<file path="config.mk">
export PLATFORM = sky130hd
export DESIGN_NAME = fetch_queue_flat
export DESIGN_NICKNAME = d
export VERILOG_FILES = /design/src/rtl/mips_pkg.sv /design/src/rtl/fetch_queue_if.sv /design/src/rtl/fetch_queue_mem.sv /design/src/rtl/fetch_queue.sv /design/src/flat_wrapper.sv
export SDC_FILE = /design/constraint.sdc
export NUM_CORES = 1
export LEC_CHECK = 0
export ABC_AREA = 1
export CAP_MARGIN = 20
export CORE_ASPECT_RATIO = 0.6
export CORE_MARGIN = 5
export CORE_UTILIZATION = 40
export DETAILED_ROUTE_END_ITERATION = 12
export PLACE_DENSITY = 0.69
export SYNTH_ARGS = -nofsm -noshare
export SYNTH_HDL_FRONTEND = slang
export SYNTH_SLANG_ARGS = --single-unit
</file>
<file path="constraint.sdc">
create_clock -name CLK -period 7.3 [get_ports CLK]
set_input_delay 1.46 -clock CLK [delete_from_list [all_inputs] [get_ports CLK]]
set_output_delay 1.46 -clock CLK [all_outputs]
set_load 0.01 [all_outputs]
</file>
<file path="src/rtl/mips_pkg.sv">
`default_nettype none
// mips_pkg: datapath widths, the NOP encoding and fetch-queue occupancy states
// shared by the fetch stage. rev 1.0
package mips_pkg;
  localparam int ADDR_W  = 32;
  localparam int INSTR_W = 32;
  localparam logic [INSTR_W-1:0] NOP_INSTR = 32'h0000_0000;

  typedef enum logic [1:0] {
    FQ_EMPTY   = 2'd0,
    FQ_PARTIAL = 2'd1,
    FQ_FULL    = 2'd2
  } fq_state_t;
endpackage
`default_nettype wire

</file>
<file path="src/rtl/fetch_queue_if.sv">
`default_nettype none
// fetch_queue_if: fetch-side and decode-side handshake bundle of the fetch queue.
// rev 1.0
interface fetch_queue_if #(
  parameter int DEPTH = 2
);
  import mips_pkg::*;
  localparam int CNT_W = $clog2(DEPTH + 1);

  logic [ADDR_W-1:0]  pc_in;
  logic [INSTR_W-1:0] instr_in;
  logic               fetch_valid;
  logic               fetch_ready;
  logic               flush;
  logic               dec_ready;
  logic               dec_valid;
  logic [ADDR_W-1:0]  dec_pc;
  logic [INSTR_W-1:0] dec_instr;
  logic [ADDR_W-1:0]  dec_pc4;
  logic [ADDR_W-1:0]  dec_line;
  logic [CNT_W-1:0]   count;

  modport master (
    output pc_in, instr_in, fetch_valid, flush, dec_ready,
    input  fetch_ready, dec_valid, dec_pc, dec_instr, dec_pc4, dec_line, count
  );

  modport slave (
    input  pc_in, instr_in, fetch_valid, flush, dec_ready,
    output fetch_ready, dec_valid, dec_pc, dec_instr, dec_pc4, dec_line, count
  );
endinterface
`default_nettype wire

</file>
<file path="src/rtl/fetch_queue_mem.sv">
`default_nettype none
// fetch_queue_mem: DEPTH-entry register array, one write port and one
// combinational read port, cleared by reset. rev 1.0
module fetch_queue_mem #(
  parameter int DEPTH = 2,
  parameter int WIDTH = 64
) (
  input  logic                     CLK,
  input  logic                     reset,
  input  logic                     we,
  input  logic [$clog2(DEPTH)-1:0] waddr,
  input  logic [WIDTH-1:0]         wdata,
  input  logic [$clog2(DEPTH)-1:0] raddr,
  output logic [WIDTH-1:0]         rdata
);
  logic [WIDTH-1:0] r_mem [DEPTH];

  always_ff @(posedge CLK or posedge reset) begin
    if (reset) begin
      for (int i = 0; i < DEPTH; i++) r_mem[i] <= '0;
    end else if (we) begin
      r_mem[waddr] <= wdata;
    end
  end

  assign rdata = r_mem[raddr];
endmodule
`default_nettype wire

</file>
<file path="src/rtl/fetch_queue.sv">
`default_nettype none
// fetch_queue: in-order {PC, instruction} queue between fetch and decode with
// valid/ready handshake and redirect flush. rev 1.0
module fetch_queue
  import mips_pkg::*;
#(
  parameter int DEPTH = 2
) (
  input  logic          CLK,
  input  logic          reset,
  fetch_queue_if.slave  bus
);
  localparam int PTR_W   = $clog2(DEPTH);
  localparam int CNT_W   = $clog2(DEPTH + 1);
  localparam int ENTRY_W = ADDR_W + INSTR_W;

  logic [PTR_W-1:0]   r_wr_ptr;
  logic [PTR_W-1:0]   r_rd_ptr;
  logic [CNT_W-1:0]   r_count;
  fq_state_t          w_state;
  logic               w_fetch_ready;
  logic               w_dec_valid;
  logic               w_push;
  logic               w_pop;
  logic [ENTRY_W-1:0] w_rd_data;

  always_comb begin
    w_state = FQ_PARTIAL;
    if (r_count == '0)                      w_state = FQ_EMPTY;
    else if (r_count == CNT_W'(DEPTH))      w_state = FQ_FULL;
  end

  // fetch_ready depends on registered occupancy only, never on dec_ready
  assign w_fetch_ready = (w_state != FQ_FULL);
  assign w_dec_valid   = (w_state != FQ_EMPTY) & ~bus.flush;
  assign w_push        = bus.fetch_valid & w_fetch_ready & ~bus.flush;
  assign w_pop         = w_dec_valid & bus.dec_ready;

  always_ff @(posedge CLK or posedge reset) begin
    if (reset) begin
      r_wr_ptr <= '0;
      r_rd_ptr <= '0;
      r_count  <= '0;
    end else if (bus.flush) begin
      r_wr_ptr <= '0;
      r_rd_ptr <= '0;
      r_count  <= '0;
    end else begin
      if (w_push) r_wr_ptr <= r_wr_ptr + PTR_W'(1);
      if (w_pop)  r_rd_ptr <= r_rd_ptr + PTR_W'(1);
      case (w_state)
        FQ_EMPTY: begin
          if (w_push) r_count <= CNT_W'(1);
        end
        FQ_PARTIAL: begin
          if (w_push && !w_pop)      r_count <= r_count + CNT_W'(1);
          else if (!w_push && w_pop) r_count <= r_count - CNT_W'(1);
        end
        FQ_FULL: begin
          if (w_pop) r_count <= CNT_W'(DEPTH - 1);
        end
        default: r_count <= '0;
      endcase
    end
  end

  fetch_queue_mem #(
    .DEPTH (DEPTH),
    .WIDTH (ENTRY_W)
  ) u_mem (
    .CLK   (CLK),
    .reset (reset),
    .we    (w_push),
    .waddr (r_wr_ptr),
    .wdata ({bus.pc_in, bus.instr_in}),
    .raddr (r_rd_ptr),
    .rdata (w_rd_data)
  );

  assign bus.fetch_ready = w_fetch_ready;
  assign bus.dec_valid   = w_dec_valid;
  assign bus.dec_pc      = w_rd_data[ENTRY_W-1:INSTR_W];
  assign bus.dec_instr   = w_rd_data[INSTR_W-1:0];
  assign bus.dec_pc4     = w_rd_data[ENTRY_W-1:INSTR_W] + ADDR_W'(4);
  assign bus.dec_line    = (w_rd_data[ENTRY_W-1:INSTR_W] >> 2) + ADDR_W'(2);
  assign bus.count       = r_count;
endmodule
`default_nettype wire

</file>
<file path="src/flat_wrapper.sv">
// flat-port wrapper written by rule: the top's interface ports become plain ports
module fetch_queue_flat import mips_pkg::*;
#(
  parameter int DEPTH = 2
)
  (CLK, reset, bus_pc_in, bus_instr_in, bus_fetch_valid, bus_flush, bus_dec_ready, bus_fetch_ready, bus_dec_valid, bus_dec_pc, bus_dec_instr, bus_dec_pc4, bus_dec_line, bus_count);
  fetch_queue_if #(.DEPTH(DEPTH)) bus_i ();
  input  logic CLK;
  input  logic reset;
  input wire logic [$bits(bus_i.pc_in)-1:0] bus_pc_in;
  input wire logic [$bits(bus_i.instr_in)-1:0] bus_instr_in;
  input wire logic [$bits(bus_i.fetch_valid)-1:0] bus_fetch_valid;
  input wire logic [$bits(bus_i.flush)-1:0] bus_flush;
  input wire logic [$bits(bus_i.dec_ready)-1:0] bus_dec_ready;
  output wire logic [$bits(bus_i.fetch_ready)-1:0] bus_fetch_ready;
  output wire logic [$bits(bus_i.dec_valid)-1:0] bus_dec_valid;
  output wire logic [$bits(bus_i.dec_pc)-1:0] bus_dec_pc;
  output wire logic [$bits(bus_i.dec_instr)-1:0] bus_dec_instr;
  output wire logic [$bits(bus_i.dec_pc4)-1:0] bus_dec_pc4;
  output wire logic [$bits(bus_i.dec_line)-1:0] bus_dec_line;
  output wire logic [$bits(bus_i.count)-1:0] bus_count;
  assign bus_i.pc_in = bus_pc_in;
  assign bus_i.instr_in = bus_instr_in;
  assign bus_i.fetch_valid = bus_fetch_valid;
  assign bus_i.flush = bus_flush;
  assign bus_i.dec_ready = bus_dec_ready;
  assign bus_fetch_ready = bus_i.fetch_ready;
  assign bus_dec_valid = bus_i.dec_valid;
  assign bus_dec_pc = bus_i.dec_pc;
  assign bus_dec_instr = bus_i.dec_instr;
  assign bus_dec_pc4 = bus_i.dec_pc4;
  assign bus_dec_line = bus_i.dec_line;
  assign bus_count = bus_i.count;
  fetch_queue #(.DEPTH(DEPTH)) u_core (.CLK(CLK), .reset(reset), .bus(bus_i));
endmodule
</file>
Yosys cells after proc, flatten, opt, wreduce, memory -nomap -nowiden
Index checks and enable logic that the tools add are counted.
{ "totals": {"ff_bits": 132, "out_inout_bits": 132, "elab_cells": 57} }
{ "classes": {"add_sub_neg": 6, "n_lt_le_gt_ge": 3, "eq_ne": 7, "n_mux": 18, "n_bitwise": 7, "reduce_logical": 11} }
{ "ops": {"columns": ["operator", "n"], "rows": [
  ["$mux W64", 4],
  ["$bwmux W128", 1],
  ["$demux W64 S1", 1],
  ["$add A32 B3 Y32 const B", 1],
  ["$add A30 B2 Y31 const B", 1],
  ["$mux W2", 7],
  ["$ne A3 B2 Y1 const B", 2],
  ["$pmux W2 S3", 1],
  ["$reduce_bool A2 Y1", 3],
  ["$and A1 B1 Y1", 4],
  ["$eq A2 B2 Y1 const B", 2],
  ["$ge A2 B2 Y1 const B", 2],
  ["$logic_not A2 Y1", 2],
  ["$mux W1", 4],
  ["$ne A4 B2 Y1 const B", 1],
  ["$not A1 Y2", 2],
  ["$logic_and A1 B1 Y1", 3],
  ["$reduce_and A3 Y1", 1],
  ["$add A1 B1 Y1 const B", 2],
  ["$add A2 B1 Y2 const B", 1],
  ["$eq A2 B1 Y1 const B", 1],
  ["$logic_not A1 Y1", 2],
  ["$lt A2 B1 Y1 const B", 1],
  ["$ne A2 B2 Y1 const B", 1],
  ["2 further kinds", 2]
]} }

Longest topological paths before layout
{ "depth": {"depth_word": 12, "ltp_mapped": 12} }

Modules after synthesis
Synthesis repeated with hierarchy kept, for this count alone.
{ "unflattened": {"hier_cells": 1090, "area_unflattened_um2": 7726.2} }
{ "modules_own_cells": {"columns": ["mod", "n_inst", "cells_per_inst", "area_per_inst_um2", "seq_area_each_um2"], "rows": [
  ["fetch_queue_mem", 1, 762, 6023.3, 3203.1],
  ["fetch_queue", 1, 328, 1702.9, 100.1]
]} }

Worst setup path before layout
Ideal clock, no wire load.
{ "synth_timing": {"kind": "register to output", "start": "register u_core.r_rd_ptr", "end": "output bus_dec_pc4[17]", "arrival_time_ps": 2051, "setup_slack_ps": 3789, "stages_incl_launch_ff": 11, "n_path_buf": 1, "cell_sequence": "dfrtp_1 buf_6 nand2_1 o21ai_1 inv_1 ha_1 nand3_2 nor2_4 nand2_1 nor2_2 xor2_1"} }
{ "synth_between": {"elab_chain_cells": 5} }
{ "synth_rtl": {"columns": ["item", "line", "text"], "rows": [
  ["from (decl)", "fetch_queue.sv:18", "logic [PTR_W-1:0] r_rd_ptr;"],
  ["from (signal assigned)", "fetch_queue.sv:50", "if (w_pop) r_rd_ptr <= r_rd_ptr + PTR_W'(1);"],
  ["$not A1 Y2 (implied by the code)", "fetch_queue_mem.sv:26", "assign rdata = r_mem[raddr];"],
  ["$mux W64 (implied by the code) (3 in a row)", "fetch_queue_mem.sv:26", null],
  ["net bus_dec_pc[3]", "flat_wrapper.sv:17", "output wire logic [$bits(bus_i.dec_pc)-1:0] bus_dec_pc;"],
  ["$add A32 B3 Y32", "fetch_queue.sv:84", "assign bus.dec_pc4 = w_rd_data[ENTRY_W-1:INSTR_W] + ADDR_W'(4);"],
  ["to (decl)", "flat_wrapper.sv:19", "output wire logic [$bits(bus_i.dec_pc4)-1:0] bus_dec_pc4;"]
]} }
The timed path passes the listed nets, and every way through them passes these cells. The select of a mux whose other input is x is not followed.

Final worst setup path
{ "layout_timing": {"start": "register u_core.r_rd_ptr", "end": "output bus_dec_pc4[22]"} }
{ "layout_between": {"elab_chain_cells": 5} }
{ "layout_rtl": {"columns": ["item", "line"], "rows": [
  ["$not A1 Y2 (implied by the code)", "fetch_queue_mem.sv:26"],
  ["$mux W64 (implied by the code) (3 in a row)", "fetch_queue_mem.sv:26"],
  ["$add A32 B3 Y32", "fetch_queue.sv:84"]
]} }
No other way between the ends. The select of a mux whose other input is x is not followed.

==> impl_metrics.csv <==
group,metric,value,unit
synth,synth_top_family_by_area,"simple AND/OR/NAND/NOR gates",
die,die_h,113.9,um
synth,synth_compound_area_share,9.535,%
flow_run,cap_violations,0,
cts,clk_pin_slew,0.06,ns
die,core_area,0.01788,sq mm
sta,hold_violations,0,
run_status,status,"complete, no violations",
power,power.total,3.321,mW
global_route,grt_start_max_net_pins,129,
final_layout,final_nets,1257,
drt,wl_per_cell,15.21,um
worst_setup_path,cp-start-kind,"register",
synth,synth-adder-area-share,0.3480,%
sta,setup_tns,0,ns
cts,post_cts_resized,0,
final_layout,final_cell_area,0.009987,sq mm
synth,syn_avg_cell_area,7.134,sq um
synth,synthMuxAreaShare,0,%
cts,insertion_delay,0.42,ns
final_layout,fillCellCount,1730,
placed_design,preCtsSetupSlack,2.467,ns
worst_setup_path,critPathArrivalTime,3.92,ns
cts,hold_buffers,0,
cts,cts-root-buf,"clkbuf_16",
global_route,grt_pass1_wl,35160,um
synth,ys_warn_count,0,
final_layout,drive_gt1_share,7.756,%
synth,synth_seq_area_share,45.94,%
placed_design,dp_hpwl,15960,um
sta,relSlewSlack,44.11,%
sta,worstMarginPinSlew,0.8384,ns
power,pwr_density_cell,332.5,mW/mm^2
die,initial_utilization,40.22,%
worst_setup_path,cp-end-kind,"primary output",
global_route,grt_pass1_vias,6486,
synth,synth_fp_nets,1079,
synth,synth-simple-area-share,31.69,%
drt,dr.pass1.iters,5,
final_layout,syn2layout_area_growth,38.89,%
synth,ys_types,27,
drt,drt-vias-per-instance,4.826,
sta,finalMaxSlewViolations,0,
die,fp-row-count,38,
final_layout,fin_cells,1439,
synth,netlist_area,0.007191,sq mm
drt,vias,6945,
synth,postSynthCellCount,1008,
sta,fin_skew,0.009643,ns
cts,numCtsBuffers,17,
power,ir_drop,157.7,uV
sta,finalCriticalPeriod,5.384,ns
die,die-width,183.1,um
synth,ys_seq_elements,132,
placed_design,io_buffers,199,
cts,post-cts-setup-buffer-count,0,
worst_setup_path,crit_required,5.84,ns
cts,cts_buffer_depth,2,
synth,synth_xor_xnor_area_share,3.654,%
min_path,hp-class,"register to register",
die,pin_count,201,
global_route,antenna_found_initial,1,
final_layout,diodes,0,
drt,drc,0,
global_route,grt_use_total,21.06,%
drt,drt_iter0_markers,647,
placed_design,place_congestion,0.9593,
sta,setup_violations,0,
drt,drtAntennaViolNets,0,
global_route,grt_remaining_overflow,0,
final_layout,mostFrequentLayoutCell,"nand2_1",
sta,rsz0062_at_grt,"false",
final_layout,mostFrequentLayoutCells,"433 x nand2_1, 199 x clkdlybuf4s50_1, 131 x dfrtp_1, 124 x o21ai_0, 105 x inv_1",
drt,wirelength,21890,um
cts,cts.sinks,132,
power,cellLeakagePower,4.851,nW
sta,postLayoutSetupSlackWorst,1.916,ns
placed_design,placed_area,0.009304,sq mm
placed_design,place_inst,1405,
sta,fmax,0.1857,GHz
worst_setup_path,critPathKind,"register to primary output",
sta,min_period_over_period,73.76,%
worst_setup_path,cp_max_fo,63,
cts,ctsHtreeMaxLevel,4,
cts,cts_tree,"done",
die,dieArea,0.02085,sq mm
==> stage by stage <==
step / hold slack (ns) / util [%]
6_report: 0.4845 / 55.87
3_5_place_dp: 0.4724 / 52.04
4_1_cts: 0.4877 / 55.56
3_3_place_gp: 0.4658 / 52.04
5_1_grt: 0.4982 / 55.87
2_1_floorplan: 0.4457 / -
==> synthesized netlist by cell type <==
cell      instances  area, sq um
and2_1            3        18.77
o21a_1            1        7.510
nor2_2           25        156.4
nor2_4            4        45.04
or2_2             1        6.260
buf_1             4        15.01
inv_2             1        3.750
xor2_1           28        245.2
nor2_1           34        127.6
ha_1              2        25.02
nor3_1            1        5.000
o21ai_0         124        620.6
buf_6             3        33.78
clkbuf_1         25        93.84
buf_2             7        35.03
nand3_2           1        10.01
nand2_2          19        118.9
inv_1           106        397.9
buf_4             7        52.55
o21ai_1          10        50.05
xnor2_1           2        17.52
nand3_1          30        150.1
o31ai_1           1        7.510
dfrtp_1         132         3303
nand2_1         435         1633
conb_1            1        3.750
nand3b_1          1        7.510
==> kinds of logic after synthesis <==
family          after synthesis
simple gates                554
buf+inv                     153
compound gates              136
flops                       132
xor+xnor                     30
fa+ha+maj                     2
other cells                   1
==> worst max-delay path: stages, from the launching register on <==
cell and delay [ns]:
dfrtp_2 0.67, inv_2 0.16, buf_4 0.57, nand2_1 0.10
nand2_1 0.32, nand2_1 0.21, nor2_1 0.30, nand2_1 0.17
nor2_2 0.25, nand3_1 0.10, nand2_1 0.08, clkdlybuf4s50_1 0.54
==> sequential cells by signal, indices dropped and copies added, names as in the netlist <==
register,count
u_core.u_mem.r_mem,128
u_core.r_rd_ptr,1
u_core.r_wr_ptr,1
u_core.bus.count,2
==> final cells by class <==
class / count / area [sq um] / share of cell area [%]
Clock buffer: 18 / 439.2 / 4.397
Tap cell: 240 / 300.3 / 3.007
Clock inverter: 14 / 188.9 / 1.892
Multi-Input combinational cell: 723 / 3271 / 32.75
Sequential cell: 132 / 3304 / 33.09
Timing Repair Buffer: 205 / 2077 / 20.80
Inverter: 107 / 406.6 / 4.072
==> where the power goes <==
group          internal [mW]  switching (mW)  total (mW)
Sequential             0.933           0.123        1.06
Clock                  0.558           0.353       0.911
Combinational          0.634           0.720        1.35
==> layer usage <==
layer	global-route usage (%)	wire length [um]
met5	0	13
met4	4.315	148
met3	6.150	1835
met2	28.65	8873
met1	32.99	11020
==> path summary, 6_finish.rpt <==
kind	startpoint	end	slack, ns	depth (start not counted)
max in group asynchronous	reset	u_core.r_rd_ptr	4.46	3
min in group asynchronous	reset	u_core.u_mem.r_mem[122]	1.50	2
worst max register to register	u_core.bus.count[0]	u_core.u_mem.r_mem[122]	5.35	8
worst max-delay path	u_core.r_rd_ptr	bus_dec_pc4[22]	1.92	11
worst min register to register	u_core.u_mem.r_mem[75]	u_core.u_mem.r_mem[75]	0.48	2
worst min-delay path	u_core.u_mem.r_mem[75]	u_core.u_mem.r_mem[75]	0.48	2
Note: power is estimated with default switching activity, not from simulation.
